===== config.mk =====
export PLATFORM = sky130hd
export DESIGN_NAME = mem_access_stage
export DESIGN_NICKNAME = d
export VERILOG_FILES = /design/src/rtl/mem_access_stage_pkg.sv /design/src/rtl/mem_access_stage_load_align.sv /design/src/rtl/mem_access_stage.sv
export SDC_FILE = /design/constraint.sdc
export NUM_CORES = 1
export LEC_CHECK = 0
export ABC_AREA = 1
export CAP_MARGIN = 10
export CORE_AREA = 2 2 241 243
export CTS_CLUSTER_SIZE = 28
export DETAILED_ROUTE_END_ITERATION = 10
export DIE_AREA = 0 0 243 245
export SYNTH_ARGS = -nofsm -noshare
export SYNTH_HDL_FRONTEND = slang
export SYNTH_SLANG_ARGS = --single-unit

===== constraint.sdc =====
create_clock -name clk -period 27.1 [get_ports clk]
set_clock_uncertainty 0.2 [all_clocks]
set_input_delay 5.42 -clock clk [delete_from_list [all_inputs] [get_ports clk]]
set_output_delay 5.42 -clock clk [all_outputs]
set_load 0.005 [all_outputs]

===== src/rtl/mem_access_stage_pkg.sv =====
// Shared pipeline types for the memory-access stage: FSM states, access sizes, funct3 width codes.
package mem_access_stage_pkg;

    typedef enum logic [1:0] {
        IDLE = 2'd0,
        REQ  = 2'd1,
        DONE = 2'd2
    } mem_state_t;

    typedef enum logic [1:0] {
        MSIZE_B = 2'd0,
        MSIZE_H = 2'd1,
        MSIZE_W = 2'd2,
        MSIZE_D = 2'd3
    } msize_t;

    localparam logic [2:0] F3_B  = 3'b000;
    localparam logic [2:0] F3_H  = 3'b001;
    localparam logic [2:0] F3_W  = 3'b010;
    localparam logic [2:0] F3_D  = 3'b011;
    localparam logic [2:0] F3_BU = 3'b100;
    localparam logic [2:0] F3_HU = 3'b101;
    localparam logic [2:0] F3_WU = 3'b110;

    // The low two funct3 bits encode log2 of the access width for both loads and stores.
    function automatic msize_t size_of(input logic [2:0] funct3);
        return msize_t'(funct3[1:0]);
    endfunction

    function automatic logic [7:0] byte_mask(input msize_t size);
        case (size)
            MSIZE_B: return 8'h01;
            MSIZE_H: return 8'h03;
            MSIZE_W: return 8'h0F;
            default: return 8'hFF;
        endcase
    endfunction

endpackage


===== src/rtl/mem_access_stage_load_align.sv =====
// Load data alignment: shift the raw bus word down to byte lane 0, then sign/zero extend per funct3.
module load_align
    import mem_access_stage_pkg::*;
#(
    parameter int unsigned XLEN = 64
) (
    input  logic [XLEN-1:0] raw,
    input  logic [2:0]      offset,
    input  logic [2:0]      funct3,
    output logic [XLEN-1:0] data
);

    logic [XLEN-1:0] shifted;

    assign shifted = raw >> {offset, 3'b000};

    always_comb begin
        data = shifted;
        case (funct3)
            F3_B:    data = {{(XLEN-8){shifted[7]}}, shifted[7:0]};
            F3_H:    data = {{(XLEN-16){shifted[15]}}, shifted[15:0]};
            F3_W:    data = {{(XLEN-32){shifted[31]}}, shifted[31:0]};
            F3_D:    data = shifted;
            F3_BU:   data = {{(XLEN-8){1'b0}}, shifted[7:0]};
            F3_HU:   data = {{(XLEN-16){1'b0}}, shifted[15:0]};
            F3_WU:   data = {{(XLEN-32){1'b0}}, shifted[31:0]};
            default: data = shifted;
        endcase
    end

endmodule


===== src/rtl/mem_access_stage.sv =====
// Memory-access pipeline stage: issues one data-bus request per aligned load/store and holds it until
// the response, passes non-memory results straight through, and flags misaligned accesses.
module mem_access_stage
    import mem_access_stage_pkg::*;
#(
    parameter int unsigned XLEN = 64,
    parameter int unsigned REGW = 5
) (
    input  logic            clk,
    input  logic            reset,
    input  logic            in_valid,
    input  logic            in_is_load,
    input  logic            in_is_store,
    input  logic [2:0]      in_funct3,
    input  logic [XLEN-1:0] in_addr,
    input  logic [XLEN-1:0] in_wdata,
    input  logic [XLEN-1:0] in_result,
    input  logic [XLEN-1:0] in_pc,
    input  logic [REGW-1:0] in_rd,
    input  logic            in_regwrite,
    input  logic            flush,
    input  logic            stall_in,
    output logic            dreq_valid,
    output logic [XLEN-1:0] dreq_addr,
    output logic [2:0]      dreq_size,
    output logic [7:0]      dreq_strobe,
    output logic [XLEN-1:0] dreq_data,
    input  logic            dresp_addr_ok,
    input  logic            dresp_data_ok,
    input  logic [XLEN-1:0] dresp_data,
    output logic            out_valid,
    output logic [XLEN-1:0] out_pc,
    output logic [REGW-1:0] out_rd,
    output logic            out_regwrite,
    output logic [XLEN-1:0] out_wdata,
    output logic            out_misalign,
    output logic            stall_req,
    output logic            dbus_not_busy
);

    mem_state_t      state_q, state_d;
    msize_t          size_c, size_q;
    logic [2:0]      lsb_mask;
    logic [7:0]      strobe_c, strobe_q;
    logic [XLEN-1:0] sdata_c, data_q, addr_q, pc_q, result_q, load_data;
    logic [REGW-1:0] rd_q;
    logic [2:0]      funct3_q;
    logic            regwrite_q, is_load_q, kill_q;
    logic            mem_op, misalign, accept, capture, set_kill;
    logic            unused;

    // Address-accept handshake carries no information this stage needs.
    assign unused = dresp_addr_ok;

    assign mem_op   = in_is_load | in_is_store;
    assign size_c   = size_of(in_funct3);
    assign lsb_mask = 3'((4'd1 << size_c) - 4'd1);
    assign misalign = (in_addr[2:0] & lsb_mask) != 3'b000;
    assign strobe_c = in_is_store ? (byte_mask(size_c) << in_addr[2:0]) : 8'h00;
    assign sdata_c  = in_wdata << {in_addr[2:0], 3'b000};

    load_align #(.XLEN(XLEN)) u_load_align (
        .raw    (dresp_data),
        .offset (addr_q[2:0]),
        .funct3 (funct3_q),
        .data   (load_data)
    );

    always_ff @(posedge clk or posedge reset) begin
        if (reset) state_q <= IDLE;
        else       state_q <= state_d;
    end

    // Next state and all stage outputs; everything reads as idle while reset is held.
    always_comb begin
        state_d       = state_q;
        accept        = 1'b0;
        capture       = 1'b0;
        set_kill      = 1'b0;
        dreq_valid    = 1'b0;
        dreq_addr     = '0;
        dreq_size     = 3'b000;
        dreq_strobe   = 8'h00;
        dreq_data     = '0;
        out_valid     = 1'b0;
        out_pc        = '0;
        out_rd        = '0;
        out_regwrite  = 1'b0;
        out_wdata     = '0;
        out_misalign  = 1'b0;
        stall_req     = 1'b0;
        dbus_not_busy = 1'b1;
        if (!reset) begin
            case (state_q)
                IDLE: begin
                    if (flush) begin
                        state_d = IDLE;
                    end else if (in_valid && mem_op && misalign) begin
                        out_valid    = 1'b1;
                        out_misalign = 1'b1;
                        out_pc       = in_pc;
                        out_rd       = in_rd;
                    end else if (in_valid && mem_op) begin
                        accept    = 1'b1;
                        stall_req = 1'b1;
                        state_d   = REQ;
                    end else begin
                        out_valid    = in_valid;
                        out_pc       = in_pc;
                        out_rd       = in_rd;
                        out_regwrite = in_regwrite;
                        out_wdata    = in_result;
                    end
                end
                REQ: begin
                    dreq_valid    = 1'b1;
                    dreq_addr     = addr_q;
                    dreq_size     = {1'b0, size_q};
                    dreq_strobe   = strobe_q;
                    dreq_data     = data_q;
                    stall_req     = 1'b1;
                    dbus_not_busy = 1'b0;
                    set_kill      = flush;
                    // A killed transaction still runs to completion, then its result is dropped.
                    if (dresp_data_ok) begin
                        capture = !(kill_q || flush);
                        state_d = (kill_q || flush) ? IDLE : DONE;
                    end
                end
                DONE: begin
                    if (flush) begin
                        state_d = IDLE;
                    end else begin
                        out_valid    = 1'b1;
                        out_pc       = pc_q;
                        out_rd       = rd_q;
                        out_regwrite = regwrite_q;
                        out_wdata    = result_q;
                        state_d      = stall_in ? DONE : IDLE;
                    end
                end
                default: state_d = IDLE;
            endcase
        end
    end

    // Request and result latches.
    always_ff @(posedge clk or posedge reset) begin
        if (reset) begin
            addr_q     <= '0;
            size_q     <= MSIZE_B;
            strobe_q   <= 8'h00;
            data_q     <= '0;
            pc_q       <= '0;
            rd_q       <= '0;
            regwrite_q <= 1'b0;
            funct3_q   <= 3'b000;
            is_load_q  <= 1'b0;
            kill_q     <= 1'b0;
            result_q   <= '0;
        end else begin
            if (accept) begin
                addr_q     <= in_addr;
                size_q     <= size_c;
                strobe_q   <= strobe_c;
                data_q     <= sdata_c;
                pc_q       <= in_pc;
                rd_q       <= in_rd;
                regwrite_q <= in_regwrite & in_is_load;
                funct3_q   <= in_funct3;
                is_load_q  <= in_is_load;
                kill_q     <= 1'b0;
            end else if (set_kill) begin
                kill_q <= 1'b1;
            end
            if (capture) result_q <= is_load_q ? load_data : '0;
        end
    end

endmodule


* Yosys cells after proc, flatten, opt, wreduce, memory -nomap -nowiden *
Cells that the tools add are included.

word-level totals
  register bits after elaboration = 279
  bits of input ports = 338

cells by class
  equal/unequal tests = 12
  mux-type cells = 72
  bitwise logic cells = 4
  reduce and logical (&&, ||, !) cells = 10
  shifts and indexed selects = 4
  add/sub/neg operators = 1

operator list
  cell                                            count
  two-way mux 64 bit                              15
  case mux 64 bit (6 select lines)                1
  case mux 64 bit (2 select lines)                2
  left shift 64 x 6 -> 64 bit                     1
  >> shifter 64 x 6 -> 64 bit                     1
  two-way mux 1 bit                               31
  two-way mux 5 bit                               5
  two-way mux 8 bit                               3
  case mux 8 bit (3 select lines)                 1
  two-way mux 2 bit                               9
  case mux 5 bit (2 select lines)                 1
  == test 3 bit (second input constant)           3
  left shift 8 x 3 -> 8 bit                       1
  inequality test 3 bit (second input constant)   2
  case mux 1 bit (2 select lines)                 3
  case mux 2 bit (3 select lines)                 1
  == test 2 x 1 -> 1 bit (second input constant)  2
  == test 2 bit (second input constant)           2
  zero test 2 bit                                 2
  AND reduction 4 bit                             1
  bitwise AND 3 bit                               1
  == test 3 x 1 -> 1 bit (second input constant)  1
  == test 3 x 2 -> 1 bit (second input constant)  1
  zero test 3 bit                                 1
  11 further kinds                                12

* Depth between registers and ports, before layout *
  depth in word-level cells = 10
  gate-level depth with buffers = 12

* Cells and area by module *
A second synthesis with hierarchy kept.

unflattened totals
  cell total of the unflattened synthesis = 2,953
  area, all modules = 18,539.0 sq um

modules (own cells, without submodules)
  module            area an instance (sq um)  instances  cells an instance  sequential area each (sq um)
  mem_access_stage  16,084.2                  1          2,461              6,931.6
  load_align        2,454.9                   1          492                0.0

* Worst setup path after synthesis *
No wires, ideal clock.

  kind = in2out
  start = input reset
  end = output dreq_addr[46]
  stages = 5
  path slack = 9.020 ns
  data required time = 21.480 ns
  arrival time = 12.460 ns
  path through = inv_1 nand2_2 clkbuf_1 clkbuf_1 nor2_1

between the ends
  longest elaborated chain between the ends = 1

RTL lines
  what                RTL line                source
  start: declaration  mem_access_stage.sv:10  input logic reset,
  two-way mux 64 bit  mem_access_stage.sv:93  if (!reset) begin
  end: declaration    mem_access_stage.sv:24  output logic [XLEN-1:0] dreq_addr,

Every way passes these cells.

* Final worst setup path *
  start = input in_addr[2]
  end = output out_pc[57]

between the ends
  longest elaborated chain between the ends = 7

RTL lines
  what                              RTL line                source
  start: declaration                mem_access_stage.sv:15  input logic [XLEN-1:0] in_addr,
  bitwise AND 3 bit                 mem_access_stage.sv:58  assign misalign = (in_addr[2:0] & lsb_mask) != 3'b000;
  nonzero test 3 bit                mem_access_stage.sv:58
  logical AND 1 bit                 mem_access_stage.sv:98  end else if (in_valid && mem_op && misalign) begin
  two-way mux 64 bit                mem_access_stage.sv:98
  two-way mux 64 bit                mem_access_stage.sv:96  if (flush) begin
  case mux 64 bit (2 select lines)  mem_access_stage.sv:94  case (state_q)
  two-way mux 64 bit                mem_access_stage.sv:93
  end: declaration                  mem_access_stage.sv:32  output logic [XLEN-1:0] out_pc,

Every way passes these cells.

==> results_dict.tcl <==
set metrics [dict create \
    status "completed" \
    grt_max_degree 246 \
    seq_area_frac_synth_pct 39.6 \
    die_x_um 243 \
    met3_usage_pct 6.83 \
    timing.fmax_mhz 67.9 \
    hold_buffers 0 \
    post-route-util_pct 43.9 \
    num_vias 19300 \
    design_area_um2 25000 \
    numCtsBuffers 37 \
    drtIter0Drc 1505 \
    area_delta_synth_final_pct 42.9 \
    die_h_um 245 \
    grt_pass1_vias 18400 \
    worstSetupPathType "primary input to primary output" \
    slew_headroom_pct 14.6 \
    worstPathArrival_ns 9.10 \
    crit_fanout 71 \
    crit_chain "clkdlybuf4s50_1 -> buf_4 -> inv_2 -> o22ai_2 -> nor2_4 -> inv_2 -> buf_4 -> nand3_1 -> a21oi_1 -> clkdlybuf4s50_1" \
    insertion_delay_ns 0.54 \
    max-clock-path-buffers 3 \
    drt-wirelength-per-cell_um 18.3 \
    end_kind "primary output" \
    synthFlopType "dfrtp_1" \
    slowest_delay_ns 0.63 \
    tritoncts "yes" \
    worstMarginPinSlew_ns 1.28 \
    cts_root_buf "clkbuf_16" \
    grt_util_met1_pct 28.6 \
    ys_seq_elements 277 \
    dieArea_um2 59500 \
    yosys-top-cells-count "nand2_1, nand3_1, dfrtp_1" \
    core_um2 57000 \
    synth_most_common_cell "nand2_1" \
    synth_area_um2 17500 \
    powerDensity_nw_per_um2 64.9 \
    cts_sinks 277 \
    p_leak_nw 11.2 \
    globalRouteMet2Util_pct 39.3 \
    drv_slew 0 \
    hold_path.class "flip-flop to flip-flop" \
    ys_types 38 \
    avgViaCountPerCell 4.88 \
    busiest_layer "met2" \
    vdd_drop_max_uv 43.3 \
    ios 616 \
    async_flop_share_pct 100 \
    ys_warn_count 0 \
    rsz0062_at_grt "no" \
    synth_top_area_share_pct 39.6 \
    fin_crit_ns 14.72 \
    port-buffer-count 613 \
    finalSetupViolations 0 \
    hold_viol 0 \
    synth_edf_count 0 \
    cts-resized-gates 0 \
    crit_slowest_cell "buf_4" \
    max_cap_viol_count 0 \
    filler_cell_count 6032 \
    row_count 88 \
    clk_pin_slew_ns 0.05 \
    post_dp_cell_area_um2 23800 \
    post_cts_buffers 0 \
    ys_top_cells_by_area "dfrtp_1, nand2_1, nand3_1" \
    grt_usage_pct 23.5 \
    worstSetupStartpointType "primary input" \
    place_congestion 0.872 \
    fin_nets 3506 \
    drc 0 \
    drive_gt1_share_pct 4.26 \
    avgSynthCellArea_um2 6.47 \
    htreeDepth 2 \
    post-route-period-util_pct 54.3 \
    ant_nets 0 \
    routed_wl_um 72400 \
    postSynthCellCount 2708 \
    gr-total-overflow 0 \
    start_util_pct 30.7 \
    grt_antenna_before_repair 9 \
    dr.pass1.iters 8 \
    finalSetupTns_ns 0 \
    yosys.area.top_type "dfrtp_1" \
    crit_required_ns 21.48 \
    syn-num-nets 3046 \
    grt_pass1_wl_um 109000 \
    place_hpwl_um 49900 \
]
==> critical path: cells and delay by family <==
family / cells / cell delay, ns
simple gates: 2 / 0.21
compound gates: 2 / 0.79
buf+inv: 6 / 2.58
==> placed cells by master (no fill, tap or decap), types with 2 or more instances in the layout <==
cell,synthesis,layout
nand3_1,304,304
clkbuf_1,91,5
inv_4,0,2
nor3_1,3,3
clkinv_2,0,8
and2_1,4,4
buf_2,60,2
buf_4,20,24
inv_8,0,2
nor2_2,4,4
a22o_1,2,2
inv_6,0,2
dfrtp_1,277,276
diode_2,0,6
a21oi_1,197,197
bufinv_16,0,4
o21ai_1,93,92
clkbuf_8,0,8
a211oi_1,2,2
clkbuf_16,0,37
inv_2,8,8
o211ai_1,14,14
o21ai_0,176,176
a21o_1,5,5
nand2_4,2,4
nor2_1,213,213
clkinv_1,2,2
o31ai_1,3,3
clkdlybuf4s50_1,0,610
inv_1,169,165
or2_2,24,24
nand2_1,978,978
==> cell type report <==
class                      count  area (µm²)  share of cell area (%)
multi-input combinational   2036        8880                    35.5
sequential                   277        6930                    27.7
timing repair buffer         637        6320                    25.2
clock buffer                  50        1050                    4.22
tap                          765         957                    3.83
inverter                     179         692                    2.77
clock inverter                14         178                   0.710
antenna                        6        15.0                  0.0600
==> metrics by stage <==
stage	power (W)	instances	hold WS [ns]	setup WS [ns]
finish	0.00162	3964	0.274	12.38
global route	0.00174	3962	0.295	12.12
CTS	0.00164	3958	0.279	12.37
detailed placement	0.00112	3894	0.265	12.37
global placement	0.00111	3894	0.261	12.35
floorplan	0.000930	2708	0.249	9.02
==> worst paths after layout <==
kind / start / end / slack, ns / depth (start not counted)
hold / removal: result_q[2] / result_q[2] / 0.27 / 1
hold reg to reg: result_q[2] / result_q[2] / 0.27 / 1
min in group asynchronous: reset / pc_q[63] / 4.89 / 2
max in group asynchronous: reset / strobe_q[3] / 19.79 / 4
setup / recovery: in_addr[2] / out_pc[57] / 12.38 / 10
setup reg to reg: addr_q[1] / result_q[48] / 23.62 / 9
==> registers in the layout, indices dropped and copies added, names as in the netlist <==
register	flops
addr_q	64
data_q	64
pc_q	64
result_q	64
strobe_q	8
rd_q	5
funct3_q	2
state_q	2
is_load_q	1
kill_q	1
regwrite_q	1
size_q	1
==> report_power, final <==
group	total, W	internal (W)	switching [W]
sequential	0.000582	0.000535	0.0000470
clock	0.000507	0.000310	0.000197
combinational	0.000534	0.000205	0.000330
total	0.00162	0.00105	0.000574
==> routing by layer <==
layer / wire, µm / part of all wire, %
met5: 57 / 0.079
met2: 34800 / 48
met3: 5910 / 8.2
met4: 2500 / 3.5
met1: 29000 / 40
==> kinds of logic after synthesis <==
family	count (synthesis)	synth area share, %
buf+inv	395	9.83
other cells	1	0.0214
compound gates	499	14.8
simple gates	1536	35.8
flops	277	39.6
Power figures use the tool's default switching activity.
